`src/rtl/hazard_stall_ctrl.sv`:
```
// hazard_stall_ctrl
//   ID-stage hazard sequencer for the 5-stage MIPS pipeline. It handles the
//   hazards that EX forwarding cannot resolve:
//   - load-use;
//   - branches resolved in ID whose operands are still in flight;
//   - the IF/ID flush on a taken branch or a jump.
//   A two-state FSM holds the 2-cycle branch-on-EX-load stall, so that stall
//   is not re-decided while it is in progress.
//
// Ports
//   clk, reset          : clock; synchronous active-high reset
//   reg_Rs_ID/Rt_ID     : source specifiers of the ID instruction
//   use_rt_ID           : ID instruction reads rt
//   branch_ID           : ID instruction is beq/bne
//   branch_taken_ID     : ID comparator result
//   jump_ID             : ID instruction is j/jal
//   reg_write_EX        : EX instruction writes a register
//   mem_read_EX         : EX instruction is a load
//   reg_Rd_EX           : destination of the EX instruction
//   mem_read_MEM        : MEM instruction is a load
//   reg_Rd_MEM          : destination of the MEM instruction
//   pc_write            : PC update enable
//   IF_ID_write         : IF/ID load enable
//   IF_ID_flush         : clear IF/ID to a nop
//   ID_EX_bubble        : zero the ID/EX control fields
//   stall_active        : a stall cycle is in progress
//   stall_count         : stall-cycle counter (HAZARD_PERF_CNT_EN only)
//   flush_count         : flush-cycle counter (HAZARD_PERF_CNT_EN only)
//
// Build option
//   HAZARD_PERF_CNT_EN adds saturating performance counters of CNT_WIDTH bits.
module hazard_stall_ctrl #(
  parameter int REG_ADDR_W = 5,
  parameter int CNT_WIDTH  = 16
) (
  input  logic                  clk,
  input  logic                  reset,
  input  logic [REG_ADDR_W-1:0] reg_Rs_ID,
  input  logic [REG_ADDR_W-1:0] reg_Rt_ID,
  input  logic                  use_rt_ID,
  input  logic                  branch_ID,
  input  logic                  branch_taken_ID,
  input  logic                  jump_ID,
  input  logic                  reg_write_EX,
  input  logic                  mem_read_EX,
  input  logic [REG_ADDR_W-1:0] reg_Rd_EX,
  input  logic                  mem_read_MEM,
  input  logic [REG_ADDR_W-1:0] reg_Rd_MEM,
  output logic                  pc_write,
  output logic                  IF_ID_write,
  output logic                  IF_ID_flush,
  output logic                  ID_EX_bubble,
  output logic                  stall_active
`ifdef HAZARD_PERF_CNT_EN
  ,
  output logic [CNT_WIDTH-1:0]  stall_count,
  output logic [CNT_WIDTH-1:0]  flush_count
`endif
);

  typedef enum logic {IDLE, STALL} state_t;

  state_t     state;
  logic [1:0] stall_cnt;

  logic ex_hit, mem_hit;
  logic need1, need2;
  logic stalling;

  // $0 is hardwired zero and never creates a dependency; rt counts only
  // when the ID instruction actually reads it.
  always_comb begin
    ex_hit  = ((reg_Rd_EX == reg_Rs_ID) && (reg_Rd_EX != '0)) ||
              (use_rt_ID && (reg_Rd_EX == reg_Rt_ID) && (reg_Rd_EX != '0));
    mem_hit = ((reg_Rd_MEM == reg_Rs_ID) && (reg_Rd_MEM != '0)) ||
              (use_rt_ID && (reg_Rd_MEM == reg_Rt_ID) && (reg_Rd_MEM != '0));
  end

  // need2 dominates need1 (maximum of the applicable rules).
  assign need2 = branch_ID & mem_read_EX & ex_hit;
  assign need1 = (mem_read_EX & ex_hit) |
                 (branch_ID & reg_write_EX & ~mem_read_EX & ex_hit) |
                 (branch_ID & mem_read_MEM & mem_hit);

  // In STALL the outputs ignore the inputs; in IDLE the hazard is decided
  // from the current inputs.
  assign stalling = (state == STALL) | need1 | need2;

  // A stall suppresses the flush: an unresolved branch cannot redirect.
  always_comb begin
    pc_write     = ~reset & ~stalling;
    IF_ID_write  = ~reset & ~stalling;
    ID_EX_bubble = ~reset & stalling;
    stall_active = ~reset & stalling;
    IF_ID_flush  = ~reset & ~stalling & ((branch_ID & branch_taken_ID) | jump_ID);
  end

  // One-cycle stalls complete in IDLE; only the 2-cycle stall needs STALL,
  // where stall_cnt counts the remaining stall cycles after the first.
  always_ff @(posedge clk) begin
    if (reset) begin
      state     <= IDLE;
      stall_cnt <= 2'd0;
    end else begin
      case (state)
        IDLE: begin
          if (need2) begin
            stall_cnt <= 2'd1;
            state     <= STALL;
          end
        end
        STALL: begin
          stall_cnt <= stall_cnt - 2'd1;
          if (stall_cnt == 2'd1) state <= IDLE;
        end
        default: state <= IDLE;
      endcase
    end
  end

`ifdef HAZARD_PERF_CNT_EN
  // Saturating counters: they hold at all-ones rather than wrap.
  always_ff @(posedge clk) begin
    if (reset) begin
      stall_count <= '0;
      flush_count <= '0;
    end else begin
      if (stall_active && !(&stall_count)) stall_count <= stall_count + 1'b1;
      if (IF_ID_flush  && !(&flush_count)) flush_count <= flush_count + 1'b1;
    end
  end
`endif

endmodule
```
`config.mk`:
```
export PLATFORM = sky130hd
export DESIGN_NAME = hazard_stall_ctrl
export DESIGN_NICKNAME = d
export VERILOG_FILES = /design/src/rtl/hazard_stall_ctrl.sv
export SDC_FILE = /design/constraint.sdc
export NUM_CORES = 1
export LEC_CHECK = 0
export ABC_AREA = 0
export BUFFER_PORTS_ARGS = -buffer_cell sky130_fd_sc_hd__buf_2
export CAP_MARGIN = 20
export CORE_AREA = 2 2 39 41
export CTS_BUF_LIST = sky130_fd_sc_hd__clkbuf_8
export DETAILED_ROUTE_END_ITERATION = 7
export DIE_AREA = 0 0 41 43
export PLACE_DENSITY_LB_ADDON = 0.2
export SLEW_MARGIN = 20
export SYNTH_ARGS = -nofsm -noshare
export SYNTH_HDL_FRONTEND = slang
export SYNTH_SLANG_ARGS = --single-unit
```
`constraint.sdc`:
```
create_clock -name clk -period 2.55 [get_ports clk]
set_input_delay 0.765 -clock clk [delete_from_list [all_inputs] [get_ports clk]]
set_output_delay 0.765 -clock clk [all_outputs]
set_load 0.05 [all_outputs]
```
==> metrics.csv, run 1 <==
stage;metric;value;unit
synthesis;syn_nets;86;
grt;GRT overflow;0;
synthesis;synth top area cells;xnor2_1, xor2_1, dfxtp_1;
hold_path;hold crit path type;register to register;
final_layout;area of the multi-input gates;455;sq um
floorplan;die area;1760;sq um
clock_network;clk root buf;clkbuf_8;
floorplan;Die Wd;41;um
sta;crit path time final;2.87;ns
floorplan;io pins;34;
critical_path;Max Fanout on Critical Path;3;
sta;slack of the critical path;-0.319;ns
status;status;finished, violations left;
detailed_routing;via count;571;
final_layout;most frequent cells in the layout;buf_2, xnor2_1, buf_4;
detailed_routing;DRC viols;0;
clock_network;Clock Path Buffers;2;
sta;unrepaired setup endpoints after global routing;yes;
critical_path;WP data arrival;2.10;ns
detailed_routing;Antenna Nets Post-Route;0;
synthesis;Post-Syn Area per Cell;8.38;sq um
detailed_routing;Initial DRT Pass Iterations;1;
final_layout;Ant. Diodes;0;
final_layout;nets;133;
grt;first-pass GRT wire length;2040;um
synthesis;Synth top area share;20.5;%
final_layout;Layout Cells excl Fill;118;
final_layout;sequential cell area;60.1;sq um
grt;largest net degree at the start of global routing;8;
sta;highest clock rate;0.349;GHz
final_layout;fill count;122;
synthesis;synthesis-stage register bit count;3;
sta;Final Cycle Share;113;%
sta;Worst Tran Pin Value;0.270;ns
grt;vias in the first global route;530;
power;Peak VDD IR;0.272;mV
clock_network;Worst-Skew Late Latency;0.22;ns
detailed_routing;drt via density;4.84;
detailed_routing;drt first-iter violations;0;
floorplan;row cnt;14;
place;IO Port Bufs;33;
synthesis;Distinct cells, synth;24;
clock_network;clk sink count;3;
place;worst slack at placement;-0.501;ns
sta;Rel. slew slack;81.9;%
grt;initial antenna violation count;0;
critical_path;critical path type;input pin to output port;
final_layout;P&R area growth vs syn;95.5;%
job;max-cap violations;0;
power;Power per Cell Area;354;nW/um^2
clock_network;H-tree depth;1;
sta;final setup skew;0.00268;ns
critical_path;endpoint class of the critical path;output port;
floorplan;chip height;43;um
status;violated checks;setup timing;
synthesis;Ys Warns;0;
place;placed insts;111;
sta;# setup viols final;5;
sta;hold_ws;0.484;ns
synthesis;Cells after Synth;56;
grt;All-Layer GR Usage;17.5;%
place;Placer Congestion;0.636;
floorplan;area of the core;1380;sq um
synthesis;sequential fraction of the synthesis area;12.8;%
final_layout;share of cells above drive strength 1;58.8;%
critical_path;worst endpoint required time;1.79;ns
power;leakage power;0.407;nW
synthesis;Yosys top cell by area;xnor2_1;
detailed_routing;Routed WL;1360;um
critical_path;crit path launch type;input pin;
detailed_routing;WL per Instance;11.6;um
clock_network;Num CTS Buffers;3;
floorplan;Initial Utilization;33.9;%
place;Post-DP HPWL;1040;um
final_layout;commonest non-fill, non-tap cell in the layout;buf_2;
sta;Max Slew Vio Count;0;
clock_network;CTS tree;yes;
synthesis;synthesized area;469;sq um
clock_network;clk slew on worst S/H paths;0.03;ns
sta;Hold Fails Final Rpt;0;
[critical path, stage by stage]
cell and delay, ns:
buf_8 0.10, xor2_2 0.16, nor4_2 0.29, a32oi_2 0.19, nor3_4 0.23, buf_4 0.17, nor4_4 0.03, buf_6 0.16
[power breakdown]
group | internal [W] | leakage (nW) | switching, W
Clock | 0.000102 | 0.0269 | 0.0000311
Combinational | 0.0000736 | 0.356 | 0.0000683
Sequential | 0.0000484 | 0.0242 | 0.000000941
[synthesized netlist by cell type (all sizes together)]
master and n:
xnor2 11, xor2 9, nor3 5, a21oi 4
nand2 4, dfxtp 3, nor2 3, buf 2
nor4 2, a32oi 1, a41o 1, ha 1
inv 1, nand3 1, nand3b 1, nand4 1
o21a 1, o21ba 1, o22ai 1, o31a 1
o41ai 1, or4 1
[final cells by class]
class                   instances  area share [%]
multi-input cells              50            49.7
repair buffers                 44            36.3
flip-flops and latches          3            6.55
clock buffers                   3            4.50
well taps                      16            2.18
clock inverters                 1           0.409
inverters                       1           0.409
[path summary, 6_finish.rpt]
path | from | to | slack, ns | cells after the start
setup / recovery | reg_Rt_ID[1] | IF_ID_flush | -0.32 | 8
hold / removal | stall_cnt[1]$_SDFFE_PP0P_ | stall_cnt[1]$_SDFFE_PP0P_ | 0.48 | 2
setup reg to reg | stall_cnt[1]$_SDFFE_PP0P_ | stall_cnt[1]$_SDFFE_PP0P_ | 1.65 | 4
hold reg to reg | stall_cnt[1]$_SDFFE_PP0P_ | stall_cnt[1]$_SDFFE_PP0P_ | 0.48 | 2
[flip-flops by register name, summed over array words and instances, names as in the netlist]
register	flops
stall_cnt	2
state	1
[stage by stage]
step	utilization [%]	power, W	setup TNS, ns	area (sq um)
floorplan	-	0.000121	-1.67	529
global route	66.3	0.000349	-1.80	917
detailed placement	54.1	0.000170	-2.16	748
global placement	54.1	0.000170	-2.18	748
finish	66.3	0.000325	-1.43	917
CTS	64.1	0.000326	-1.26	887
[logic make-up after synthesis]
logic type,share of synthesized area [%]
adder cells (fa/ha/maj),2.67
buffers and inverters,4.00
AND/OR/NAND/NOR,24.5
flip-flops,12.8
XOR/XNOR,37.3
AO/OA/AOI/OAI,18.7
[per-layer routing]
metal	routed length [um]	part of all wire (%)	up-vias	track usage, %
li1	-	-	294	-
met1	525	39	257	16.1
met2	752	55	20	31.9
met3	85	6.2	0	3.66
met4	0	0	0	10.0
met5	0	0	-	0
[what timing repair did]
item	in CTS	in global routing
resized for setup	23	3
setup buffers	1	2
pin swaps	11	2
hold buffers	0	0
gates cloned	0	0
setup endpoints to repair	5	5
(Power assumes the default switching activity.)
==> inputs of run 2 (changes only) <==
==> constraint.sdc (replaced) <==
create_clock -name clk -period 2.55 [get_ports clk]
set_input_delay 0.765 -clock clk [delete_from_list [all_inputs] [get_ports clk]]
set_output_delay 0.765 -clock clk [all_outputs]
set_load 0.01 [all_outputs]
==> metrics.csv, run 2 (synthesis gave the netlist of run 1 again) <==
stage;metric;value;unit;change
status;status;finished, violations left;;
status;violated checks;setup timing;;
final_layout;most frequent cells in the layout;buf_2, xnor2_1, buf_4;;
sta;slack of the critical path;-0.286;ns;+0.0330 ns
final_layout;max FFs per register;2;;unchanged
place;Placer Congestion;0.663;;+4.2%
final_layout;commonest non-fill, non-tap cell in the layout;buf_2;;
critical_path;crit path cell chain;buf_2 > or4_4 > nor2_4 > nor3_2 > buf_4 > nor4_2 > buf_2;;
power;Seq pwr share;17.0;%;+1.8 points
grt;GRT overflow;0;;unchanged
final_layout;Top Registers;stall_cnt: 2 flops, state: 1 flops;;
floorplan;area of the core;1380;sq um;unchanged
critical_path;CP peak stage delay;0.55;ns;+0.26 ns
critical_path;Max Fanout on Critical Path;3;;unchanged
floorplan;Initial Utilization;33.9;%;unchanged
final_layout;share of cells above drive strength 1;55.9;%;-2.9 points
sta;Hold Fails Final Rpt;0;;unchanged
grt;vias in the first global route;510;;-3.8%
floorplan;die area;1760;sq um;unchanged
final_layout;Ant. Diodes;0;;unchanged
power;Clock Power Share;45.4;%;+4.3 points
final_layout;P&R area growth vs syn;74.7;%;
sta;# setup viols final;5;;unchanged
place;placed insts;112;;+0.90%
detailed_routing;DRC viols;0;;unchanged
final_layout;nets;133;;unchanged
clock_network;H-tree depth;1;;unchanged
clock_network;clk slew on worst S/H paths;0.03;ns;about the same
critical_path;critical path type;input pin to output port;;
power;Peak VDD IR;0.256;mV;-6.0%
sta;Max Slew Vio Count;0;;unchanged
sta;Rel. slew slack;81.6;%;-0.24 points
power;internal power;0.000211;W;-6.0%
sta;final setup skew;0.00104;ns;-0.00164 ns
power;Net Sw Frac;27.3;%;-3.6 points
detailed_routing;Antenna Nets Post-Route;0;;unchanged
grt;initial antenna violation count;0;;unchanged
detailed_routing;drt via density;4.63;;-4.4%
sta;crit path time final;2.84;ns;-0.0330 ns
final_layout;Most flops, register;stall_cnt;;
power;leakage power;0.381;nW;-6.6%
power;combinational share of power;37.5;%;-6.2 points
final_layout;Layout Cells excl Fill;118;;unchanged
floorplan;Die Wd;41;um;unchanged
clock_network;clk root buf;clkbuf_8;;
detailed_routing;drt first-iter violations;8;;+8
grt;first-pass GRT wire length;2040;um;-0.34%
detailed_routing;Routed WL;1360;um;-0.59%
detailed_routing;via count;546;;-4.4%
critical_path;Top Family by Delay on Critical Path;simple AND/OR/NAND/NOR gates;;
grt;All-Layer GR Usage;17.2;%;-0.34 points
floorplan;row cnt;14;;unchanged
critical_path;crit path launch type;input pin;;
critical_path;CP max stage cell;or4_4;;
job;max-cap violations;0;;unchanged
critical_path;most used cell, CP;buf_2;;
floorplan;chip height;43;um;unchanged
detailed_routing;Initial DRT Pass Iterations;4;;+3
clock_network;Num CTS Buffers;3;;unchanged
floorplan;io pins;34;;unchanged
sta;hold_ws;0.495;ns;+0.0118 ns
power;Power, Total;0.000290;W;-11%
hold_path;hold crit path type;register to register;;
sta;Final Cycle Share;111;%;-1.3 points
grt;largest net degree at the start of global routing;8;;unchanged
critical_path;endpoint class of the critical path;output port;;
clock_network;Clock Path Buffers;2;;unchanged
clock_network;Worst-Skew Late Latency;0.21;ns;about the same
critical_path;WP data arrival;2.07;ns;-0.03 ns
place;IO Port Bufs;33;;unchanged
sta;unrepaired setup endpoints after global routing;yes;;
clock_network;CTS tree;yes;;
critical_path;worst endpoint required time;1.79;ns;about the same
critical_path;WP buf/inv;3;;unchanged
place;Post-DP HPWL;1050;um;+1.1%
detailed_routing;WL per Instance;11.5;um;-0.59%
clock_network;clk sink count;3;;unchanged
sta;Worst Tran Pin Value;0.274;ns;+0.00361 ns
sta;highest clock rate;0.353;GHz;+1.2%
power;Power per Cell Area;354;nW/um^2;about the same
power;Net Sw Power;0.0000792;W;-21%
run 2: through the flow:
stage               setup TNS (ns)  worst slack [ns]  instance area [sq um]  utilization [%]
floorplan                   -0.304            -0.127                    483                -
CTS                          -1.39            -0.288                    813             58.8
finish                       -1.36            -0.286                    820             59.2
global route                 -1.77            -0.375                    820             59.2
detailed placement           -1.48            -0.337                    721             52.1
global placement             -1.41            -0.318                    721             52.1
run 2: worst register-to-register path: stages (launching register included):
cell and delay, ns:
dfxtp_1 0.29, inv_1 0.06, ha_1 0.28, nand3b_1 0.10, o41ai_2 0.07
run 2: metal layers:
| layer | global-route usage [%] | part of all wire [%] | wire length [um] |
|---|---|---|---|
| met1 | 17.3 | 38 | 512 |
| met2 | 31.9 | 58 | 782 |
| met3 | 1.57 | 4.4 | 60 |
| met4 | 8.00 | 0 | 0 |
| met5 | 0 | 0 | 0 |
run 2: power by group through the flow:
stage                     registers (W)  logic (W)  clock network [W]
after global routing          0.0000494   0.000119           0.000140
after CTS                     0.0000494   0.000108           0.000137
after global placement        0.0000500   0.000101                  0
after detailed placement      0.0000500   0.000101                  0
after floorplan               0.0000498  0.0000484                  0
final                         0.0000494   0.000109           0.000132
run 2: final cells by class:
class,count,area [sq um]
Inverter,1,3.75
Sequential cell,3,60.1
Fill cell,144,564
Multi-Input combinational cell,50,412
Tap cell,16,20.0
Timing Repair Buffer,44,279
Clock buffer,3,41.3
Clock inverter,1,3.75
run 2: worst paths after layout:
check                                  from                        end  slack, ns  depth (start not counted)
hold / removal    stall_cnt[1]$_SDFFE_PP0P_  stall_cnt[1]$_SDFFE_PP0P_       0.50                          2
setup reg to reg  stall_cnt[1]$_SDFFE_PP0P_  stall_cnt[1]$_SDFFE_PP0P_       1.63                          4
hold reg to reg   stall_cnt[1]$_SDFFE_PP0P_  stall_cnt[1]$_SDFFE_PP0P_       0.50                          2
setup / recovery               reg_Rd_EX[4]                IF_ID_flush      -0.29                          7
run 2: what timing repair did:
action | 4_1_cts | 5_1_grt
hold buffers | 0 | 0
hold endpoints to repair | 0 | 0
gates resized for setup | 5 | 1
buffers inserted | 2 | 0
pin swaps | 10 | 2
setup endpoints to repair | 5 | 5
